## config.mk

```make
export PLATFORM = sky130hd
export DESIGN_NAME = frv_pipeline_writeback
export DESIGN_NICKNAME = d
export VERILOG_FILES = /design/src/rtl/frv_pipeline_writeback.sv
export SDC_FILE = /design/constraint.sdc
export NUM_CORES = 1
export LEC_CHECK = 0
export ABC_CLOCK_PERIOD_IN_PS = 5300
export BUFFER_PORTS_ARGS = -buffer_cell sky130_fd_sc_hd__buf_2
export CAP_MARGIN = 30
export CORE_MARGIN = 2
export CORE_UTILIZATION = 25
export DETAILED_ROUTE_END_ITERATION = 10
export PLACE_DENSITY = 0.55
export SKIP_LAST_GASP = 1
export SLEW_MARGIN = 20
export SYNTH_ARGS = -nofsm -noshare
export SYNTH_HDL_FRONTEND = slang
export SYNTH_SLANG_ARGS = --single-unit
export TNS_END_PERCENT = 100
```

## constraint.sdc

```tcl
create_clock -name g_clk -period 5.3 [get_ports g_clk]
set_clock_uncertainty 0.05 [all_clocks]
set_input_delay 1.59 -clock g_clk [delete_from_list [all_inputs] [get_ports g_clk]]
set_output_delay 1.59 -clock g_clk [all_outputs]
set_load 0.1 [all_outputs]
```

## src/rtl/frv_pipeline_writeback.sv

```systemverilog
// ----------------------------------------------------------------------------
// frv_pipeline_writeback
//
// Final backend stage of the pipeline. Takes one retiring instruction at a
// time from execute/memory, waits for the data-memory response when that
// instruction is a load, extracts and extends the loaded byte/half/word,
// writes the GPR file, raises traps and pulses instr_ret on retirement. It
// also publishes the held destination register and value so dispatch can
// forward from this stage or stall on it.
//
// Ports
//   g_clk, g_resetn            clock, asynchronous active-low reset
//   s4_p_valid / s4_p_busy     input handshake (accept = valid && !busy)
//   s4_rd                      destination register, or trap cause if s4_trap
//   s4_wdata, s4_pc            non-load result, program counter
//   s4_load, s4_csr, s4_trap   instruction class flags
//   s4_ld_size/_signed/addr_lo load size (00 B, 01 H, 10 W), signedness,
//                              low address bits used to select the lane
//   flush                      discard whatever this stage is holding
//   dmem_rsp_*                 load response channel (valid/ready/rdata/error)
//   gpr_wen/gpr_rd/gpr_wdata   GPR write port
//   fwd_s4_rd/_wdata/_load/_csr forwarding and hazard information
//   trap_valid/_cause/_pc      one-cycle trap report
//   instr_ret                  one-cycle retirement pulse
// ----------------------------------------------------------------------------
module frv_pipeline_writeback #(
  parameter int         XLEN     = 32,
  parameter logic [4:0] LD_FAULT = 5'd5
) (
  input  logic            g_clk,
  input  logic            g_resetn,
  input  logic            s4_p_valid,
  output logic            s4_p_busy,
  input  logic [4:0]      s4_rd,
  input  logic [XLEN-1:0] s4_wdata,
  input  logic [31:0]     s4_pc,
  input  logic            s4_load,
  input  logic            s4_csr,
  input  logic [1:0]      s4_ld_size,
  input  logic            s4_ld_signed,
  input  logic [1:0]      s4_addr_lo,
  input  logic            s4_trap,
  input  logic            flush,
  input  logic            dmem_rsp_valid,
  input  logic [31:0]     dmem_rsp_rdata,
  input  logic            dmem_rsp_error,
  output logic            dmem_rsp_ready,
  output logic            gpr_wen,
  output logic [4:0]      gpr_rd,
  output logic [XLEN-1:0] gpr_wdata,
  output logic [4:0]      fwd_s4_rd,
  output logic [XLEN-1:0] fwd_s4_wdata,
  output logic            fwd_s4_load,
  output logic            fwd_s4_csr,
  output logic            trap_valid,
  output logic [4:0]      trap_cause,
  output logic [31:0]     trap_pc,
  output logic            instr_ret
);

  // --------------------------------------------------------------------------
  // State and held instruction
  // --------------------------------------------------------------------------
  typedef enum logic [2:0] {
    ST_EMPTY,    // nothing held
    ST_COMMIT,   // held result is written back this cycle
    ST_WAIT_LD,  // load outstanding, waiting for the memory response
    ST_TRAP,     // held instruction reports its trap this cycle
    ST_DRAIN     // flushed load: swallow its response, then go empty
  } state_t;

  state_t          state;

  logic [4:0]      held_rd;        // destination, or trap cause in ST_TRAP
  logic [XLEN-1:0] held_wdata;
  logic [31:0]     held_pc;
  logic            held_csr;
  logic [1:0]      held_ld_size;
  logic            held_ld_signed;
  logic [1:0]      held_addr_lo;

  logic            accept;
  logic            rsp_fire;

  // The stage can take a new instruction whenever it is empty or finishing a
  // commit; that overlap is what gives one instruction per cycle.
  assign s4_p_busy      = (state == ST_WAIT_LD) || (state == ST_DRAIN) ||
                          (state == ST_TRAP);
  assign dmem_rsp_ready = (state == ST_WAIT_LD) || (state == ST_DRAIN);

  // flush wins over a same-cycle accept.
  assign accept   = s4_p_valid && !s4_p_busy && !flush;
  assign rsp_fire = dmem_rsp_valid && dmem_rsp_ready;

  // --------------------------------------------------------------------------
  // Load data extraction
  // --------------------------------------------------------------------------
  logic [7:0]      ld_byte;
  logic [15:0]     ld_half;
  logic [XLEN-1:0] ld_data;

  // NOTE: every variable assigned in this block gets a default first, so no
  // path through the case statements can leave a value unassigned (latch).
  always_comb begin
    ld_byte = 8'h00;
    ld_half = 16'h0000;
    ld_data = '0;

    case (held_addr_lo)
      2'd0:    ld_byte = dmem_rsp_rdata[7:0];
      2'd1:    ld_byte = dmem_rsp_rdata[15:8];
      2'd2:    ld_byte = dmem_rsp_rdata[23:16];
      default: ld_byte = dmem_rsp_rdata[31:24];
    endcase

    // Halfword loads are aligned, so only addr_lo[1] picks the lane.
    ld_half = held_addr_lo[1] ? dmem_rsp_rdata[31:16] : dmem_rsp_rdata[15:0];

    // A signed cast followed by a width cast sign-extends; the plain width
    // cast zero-extends.
    case (held_ld_size)
      2'b00: ld_data = held_ld_signed ? XLEN'(signed'(ld_byte)) : XLEN'(ld_byte);
      2'b01: ld_data = held_ld_signed ? XLEN'(signed'(ld_half)) : XLEN'(ld_half);
      default: ld_data = held_ld_signed ? XLEN'(signed'(dmem_rsp_rdata))
                                        : XLEN'(dmem_rsp_rdata);
    endcase
  end

  // --------------------------------------------------------------------------
  // Control FSM and held registers
  // --------------------------------------------------------------------------
  // NOTE: sequential state is updated with non-blocking assignments only, so
  // every register samples the values from before the clock edge.
  always_ff @(posedge g_clk or negedge g_resetn) begin
    if (!g_resetn) begin
      state          <= ST_EMPTY;
      // NOTE: these are a handful of flops, not a memory array; resetting them
      // keeps every output that is read straight from them at 0 after reset.
      held_rd        <= '0;
      held_wdata     <= '0;
      held_pc        <= '0;
      held_csr       <= 1'b0;
      held_ld_size   <= '0;
      held_ld_signed <= 1'b0;
      held_addr_lo   <= '0;
    end else begin
      case (state)
        ST_EMPTY, ST_COMMIT: begin
          if (accept) begin
            held_rd        <= s4_rd;
            held_wdata     <= s4_wdata;
            held_pc        <= s4_pc;
            held_csr       <= s4_csr;
            held_ld_size   <= s4_ld_size;
            held_ld_signed <= s4_ld_signed;
            held_addr_lo   <= s4_addr_lo;
            if (s4_trap) begin
              state <= ST_TRAP;
            end else if (s4_load) begin
              state <= ST_WAIT_LD;
            end else begin
              state <= ST_COMMIT;
            end
          end else begin
            state <= ST_EMPTY;
          end
        end

        ST_WAIT_LD: begin
          if (flush) begin
            // A response landing in the flush cycle is consumed and dropped;
            // otherwise it is still owed and DRAIN swallows it.
            state <= rsp_fire ? ST_EMPTY : ST_DRAIN;
          end else if (rsp_fire) begin
            if (dmem_rsp_error) begin
              // The trap cause travels in held_rd; nothing is written back.
              held_rd <= LD_FAULT;
              state   <= ST_TRAP;
            end else begin
              held_wdata <= ld_data;
              state      <= ST_COMMIT;
            end
          end
        end

        ST_TRAP: begin
          state <= ST_EMPTY;
        end

        ST_DRAIN: begin
          if (rsp_fire) begin
            state <= ST_EMPTY;
          end
        end

        default: begin
          state <= ST_EMPTY;
        end
      endcase
    end
  end

  // --------------------------------------------------------------------------
  // Outputs: decoded from the state and held registers only, except that a
  // flush in the commit/trap cycle suppresses the architectural side effects.
  // --------------------------------------------------------------------------
  logic commit_live;
  logic trap_live;

  assign commit_live = (state == ST_COMMIT) && !flush;
  assign trap_live   = (state == ST_TRAP) && !flush;

  assign gpr_wen   = commit_live && (held_rd != 5'd0);
  assign gpr_rd    = held_rd;
  assign gpr_wdata = held_wdata;
  assign instr_ret = commit_live;

  assign trap_valid = trap_live;
  assign trap_cause = trap_live ? held_rd : 5'd0;
  assign trap_pc    = trap_live ? held_pc : 32'd0;

  // While a load is outstanding the destination is advertised with
  // fwd_s4_load set, telling dispatch to stall rather than forward.
  assign fwd_s4_rd    = ((state == ST_COMMIT) || (state == ST_WAIT_LD)) ? held_rd : 5'd0;
  assign fwd_s4_wdata = held_wdata;
  assign fwd_s4_load  = (state == ST_WAIT_LD);
  assign fwd_s4_csr   = (state == ST_COMMIT) && held_csr;

endmodule
```

**Yosys cells after proc, flatten, opt, wreduce, memory -nomap -nowiden**

Index checks and enable logic that the tools add are counted.

- Flip-flop bits (word level): 78
- Bits of input ports: 115
- Output and inout port bits: 118
- Word-level logic and storage cells: 71

- Equality and inequality tests: 14
- Mux-type cells: 27
- Reduce and logical (&&, ||, !) cells: 22

Operators with widths:

| cell | count |
|---|---|
| 32-bit two-way mux | 7 |
| 32-bit one-hot mux with 2 select lines | 2 |
| 5-bit two-way mux | 6 |
| 8-bit one-hot mux with 3 select lines | 1 |
| 16-bit two-way mux | 1 |
| 3-bit two-way mux | 5 |
| 2-bit inequality test, second input constant | 5 |
| 5-bit one-hot mux with 2 select lines | 1 |
| 5-bit AND reduction | 2 |
| 3-bit one-hot mux with 3 select lines | 1 |
| 1-bit logical AND | 7 |
| 3-bit by 2-bit == test with 1-bit output, second input constant | 2 |
| 2-bit two-way mux | 3 |
| 5-bit nonzero test | 1 |
| 2-bit by 1-bit == test with 1-bit output, second input constant | 2 |
| 2-bit zero test | 2 |
| 2-bit AND reduction | 2 |
| 3-bit by 1-bit == test with 1-bit output, second input constant | 1 |
| 3-bit == test, second input constant | 1 |
| 3-bit zero test | 1 |
| 1-bit logical OR | 3 |
| 3-bit by 2-bit inequality test with 1-bit output, second input constant | 1 |
| 2-bit == test, second input constant | 1 |
| 1-bit zero test | 2 |
| 3 further kinds | 3 |

**Logic depth before layout (Yosys ltp)**

- Word-level depth: 8
- Gate-level depth with buffers: 8

**Least setup slack after synthesis**

OpenSTA, ideal clock, no wires.

- Path type: input-to-output
- Start: input port flush
- End: output port gpr_wen
- Arrival: 4.095 ns
- Required time: 3.660 ns
- Path slack: -0.435 ns
- Stages: 4
- Path buffers: 1
- Cell sequence: or2_0 buf_2 nor2_1 o21a_1

- Word-level cells in the longest chain between the ends: 3

Ends and longest elaborated chain:

| item | RTL line | text |
|---|---|---|
| start: declaration | 43 | `input logic flush,` |
| 1-bit zero test | 210 | `assign commit_live = (state == ST_COMMIT) && !flush;` |
| 1-bit logical AND | 210 |  |
| net instr_ret | 58 | `output logic instr_ret` |
| 1-bit logical AND | 213 | `assign gpr_wen = commit_live && (held_rd != 5'd0);` |
| end: declaration | 48 | `output logic gpr_wen,` |

The timed path passes the listed nets, and every way through them passes these cells.

**Final worst setup path**

- Start: input port flush
- End: output port gpr_wen

- Word-level cells in the longest chain between the ends: 3

Ends and longest elaborated chain:

| item | RTL line |
|---|---|
| 1-bit zero test | 210 |
| 1-bit logical AND | 210 |
| 1-bit logical AND | 213 |

Every way passes these cells.

==> impl_metrics.py <==
metrics = {
    "route": {
        "dr.first_iter.drc_count": 224,
        "ant_nets": 0,
        "via_per_inst": 4.66,
        "first_pass_iters": 4,
        "wirelength_mm": 15.8,
        "drc": 0,
        "num_vias": 4222,
        "wl_per_cell_um": 17.4,
    },
    "place": {
        "dpl.hpwl_mm": 11.7,
        "gp_congestion": 0.811,
        "dp.cells": 890,
        "io_buffers": 232,
    },
    "setup_path": {
        "path_max_fanout": 5,
        "crit_top_cell": "buf_2",
        "setup.worst_path.end": "gpr_wen",
        "r2r_cells": 4,
        "crit_buf_inv": 2,
        "endpoint_kind": "output pin",
        "worst_r2r_endpoint": "fwd_s4_wdata[31]$_DFFE_PN0P_",
        "criticalPathCategory": "in2out",
        "max_stage_delay_ns": 0.42,
        "cp_data_required_time_ns": 3.66,
        "cp_num_cells": 5,
        "startpoint": "flush",
        "cp_top_family": "buffers and inverters",
        "cp_slowest_cell": "buf_2",
        "crit_path_start_kind": "primary input",
        "cp.arrival_ns": 2.80,
        "path_cells": "buf_2 > or2_0 > nor2_2 > o21a_1 > buf_2",
        "r2r_slack_ns": 2.61,
        "r2r_start": "state[1]$_DFFE_PN0P_",
    },
    "global_routing": {
        "grt_max_degree": 50,
        "grt.total_usage_pct": 17.3,
        "overflow": 0,
        "grt_pass1_wl_mm": 23.9,
        "antenna_found_initial": 2,
        "grt_pass1_vias": 4124,
    },
    "clocking": {
        "cts_buffer_depth": 2,
        "cts_setup_buffers": 0,
        "clk_pin_slew_ns": 0.06,
        "cts_resized": 0,
        "cts_buffers": 9,
        "cts_num_sinks": 78,
        "cts_root_buf": "clkbuf_16",
        "cts_tree": "done",
        "cts_htree_levels": 3,
        "cts_hold_buf": 0,
        "insertion_delay_ns": 0.34,
    },
    "floorplan": {
        "die-width_um": 136,
        "rows": 48,
        "start_util_pct": 25.3,
        "core_um2": 17100,
        "die_h_um": 136,
        "dieArea_um2": 18400,
        "pin_count": 233,
    },
    "power_and_ir_drop": {
        "powerDensity_nw_per_um2": 588,
        "p_leak_nw": 3.02,
        "ir_drop_uv": 449,
    },
    "synthesis": {
        "synth_top_cell_area_share_pct": 45.0,
        "synth-seq-cells": 78,
        "synth_fa_ha_area_share_pct": 0,
        "synth_fp_nets": 607,
        "synth_area_um2": 4330,
        "syn-instance-count": 492,
        "synth_compound_area_share_pct": 18.1,
        "synth_top_flop_cell": "dfrtp_1",
        "synth_enable_flop_cells": 0,
        "synth_cell_types": 44,
        "synth_seq_area_share_pct": 45.0,
        "synthArstFlopShare_pct": 100,
        "syn_area_per_cell_um2": 8.81,
        "yosys-mux-area-fraction_pct": 3.03,
        "synth_top_family_by_area": "simple AND/OR/NAND/NOR gates",
        "synth.area.top_cells": "dfrtp_1 (45%), nand2_1 (12%), and2_1 (6.2%)",
        "synth_xor_area_share_pct": 0,
        "yosys.area_share.simple_pct": 24.2,
        "synth_top_area_cell": "dfrtp_1",
        "synth_warnings": 0,
    },
    "sta": {
        "worst_slew_pin_slew_ns": 0.969,
        "relSlewSlack_pct": 35.2,
        "rsz0062_at_grt": "no",
        "fin_tns_setup_ns": 0,
        "setup_violations": 0,
        "hold_viol_final": 0,
        "fin_crit_ns": 4.44,
        "drv_slew": 0,
        "fmax_mhz": 225,
        "fin_crit_sh_pct": 83.7,
    },
    "layout": {
        "fin_cells": 906,
        "nets": 791,
        "syn2layout_area_growth_pct": 45.3,
        "drive_gt1_share_pct": 39.8,
        "num_antenna_cells": 0,
    },
    "worst_hold_path": {
        "hold_path_class": "reg2reg",
    },
    "run_status": {
        "status": "finished, final reports clean",
    },
    "job": {
        "maxCapViolCount": 0,
    },
}
[per-stage QoR]
| stage | util [%] | cell area [um^2] | setup slack [ns] | hold slack [ns] | total power, mW |
|---|---|---|---|---|---|
| 2_1_floorplan | - | 4340 | 0.0726 | 0.387 | 2.82 |
| 3_3_place_gp | 35.1 | 6000 | 0.871 | 0.399 | 3.10 |
| 3_5_place_dp | 35.1 | 6010 | 0.852 | 0.404 | 3.10 |
| 4_1_cts | 36.8 | 6300 | 0.848 | 0.419 | 3.75 |
| 5_1_grt | 36.8 | 6300 | 0.789 | 0.440 | 3.87 |
| 6_report | 36.8 | 6300 | 0.863 | 0.414 | 3.71 |
[cell usage after synthesis, types with 2 or more instances]
master and n:
nand3_1 5, dfrtp_1 78, nor3b_1 3, a32oi_1 6
buf_6 3, nand2b_1 7, o21ai_0 14, a221oi_1 10
nor2b_1 3, inv_1 4, buf_2 7, a21o_1 2
o22ai_1 16, and2_1 43, clkbuf_2 2, a41oi_1 5
nor2_1 12, a21oi_1 20, buf_4 32, o22a_1 8
o21a_1 2, nand2_1 136, or2_2 2, mux2i_1 3
nand3b_1 2, o2bb2ai_1 9, a31oi_1 3, mux2_2 7
a22o_1 11, clkbuf_1 23
[per-layer routing]
metal	vias up	track usage (%)	wire (um)
met2	213	27.7	7140
met4	4	7.52	426
met5	-	0	24
li1	2025	-	-
met1	1956	21.5	6630
met3	24	5.16	1560
[cell usage in the layout (no fill, tap or decap), types with 6 or more instances in the layout]
cell type and instances:
buf_12 37, o22ai_1 16, a32oi_1 6, a22o_1 11, and2_1 43, o2bb2ai_1 9
nand2_1 135, dfrtp_1 78, a21oi_1 20, a221oi_1 10, o21ai_0 14, clkbuf_16 9
buf_2 195, nand2b_1 7, o22a_1 8, buf_4 8, nor2_1 10, mux2_2 7
[tightest hold or removal path, delay by kind of cell (launching register included)]
family / cells / cell delay [ns]
and+or+nand+nor: 2 / 0.11
DFF: 1 / 0.33
[worst min-delay path by stage]
stage	from	to	slack, ns	cells after the start
final	held_pc[24]$_DFFE_PN0P_	held_pc[24]$_DFFE_PN0P_	0.41	2
after global routing	held_pc[27]$_DFFE_PN0P_	held_pc[27]$_DFFE_PN0P_	0.44	2
after CTS	held_pc[27]$_DFFE_PN0P_	held_pc[27]$_DFFE_PN0P_	0.42	2
after detailed placement	held_pc[25]$_DFFE_PN0P_	held_pc[25]$_DFFE_PN0P_	0.40	2
after global placement	held_pc[31]$_DFFE_PN0P_	held_pc[31]$_DFFE_PN0P_	0.40	2
after floorplan	held_pc[0]$_DFFE_PN0P_	held_pc[0]$_DFFE_PN0P_	0.39	2
[layout make-up]
type,count,area [um^2]
inverters,4,15.0
repair buffers,240,1780
clock inverters,6,62.6
flip-flops and latches,78,1950
multi-input cells,343,1980
well taps,225,282
clock buffers,10,229
fillers,1779,10800
[kinds of logic after synthesis]
kind of cell    after synthesis
flops                        78
compound gates              110
buf+inv                      71
simple gates                222
mux                          11
[state kept, by name, summed over array words and instances (netlist names)]
name,cells
state,3
held_pc,32
held_addr_lo,2
held_csr,1
gpr_rd,5
fwd_s4_wdata,32
held_ld_size,2
held_ld_signed,1
[power breakdown]
part | total, mW | switching (mW) | internal (mW)
registers | 0.916 | 0.152 | 0.764
logic | 2.17 | 1.82 | 0.350
clock network | 0.624 | 0.261 | 0.364
total | 3.71 | 2.23 | 1.48
Note: power is estimated with default switching activity, not from simulation.
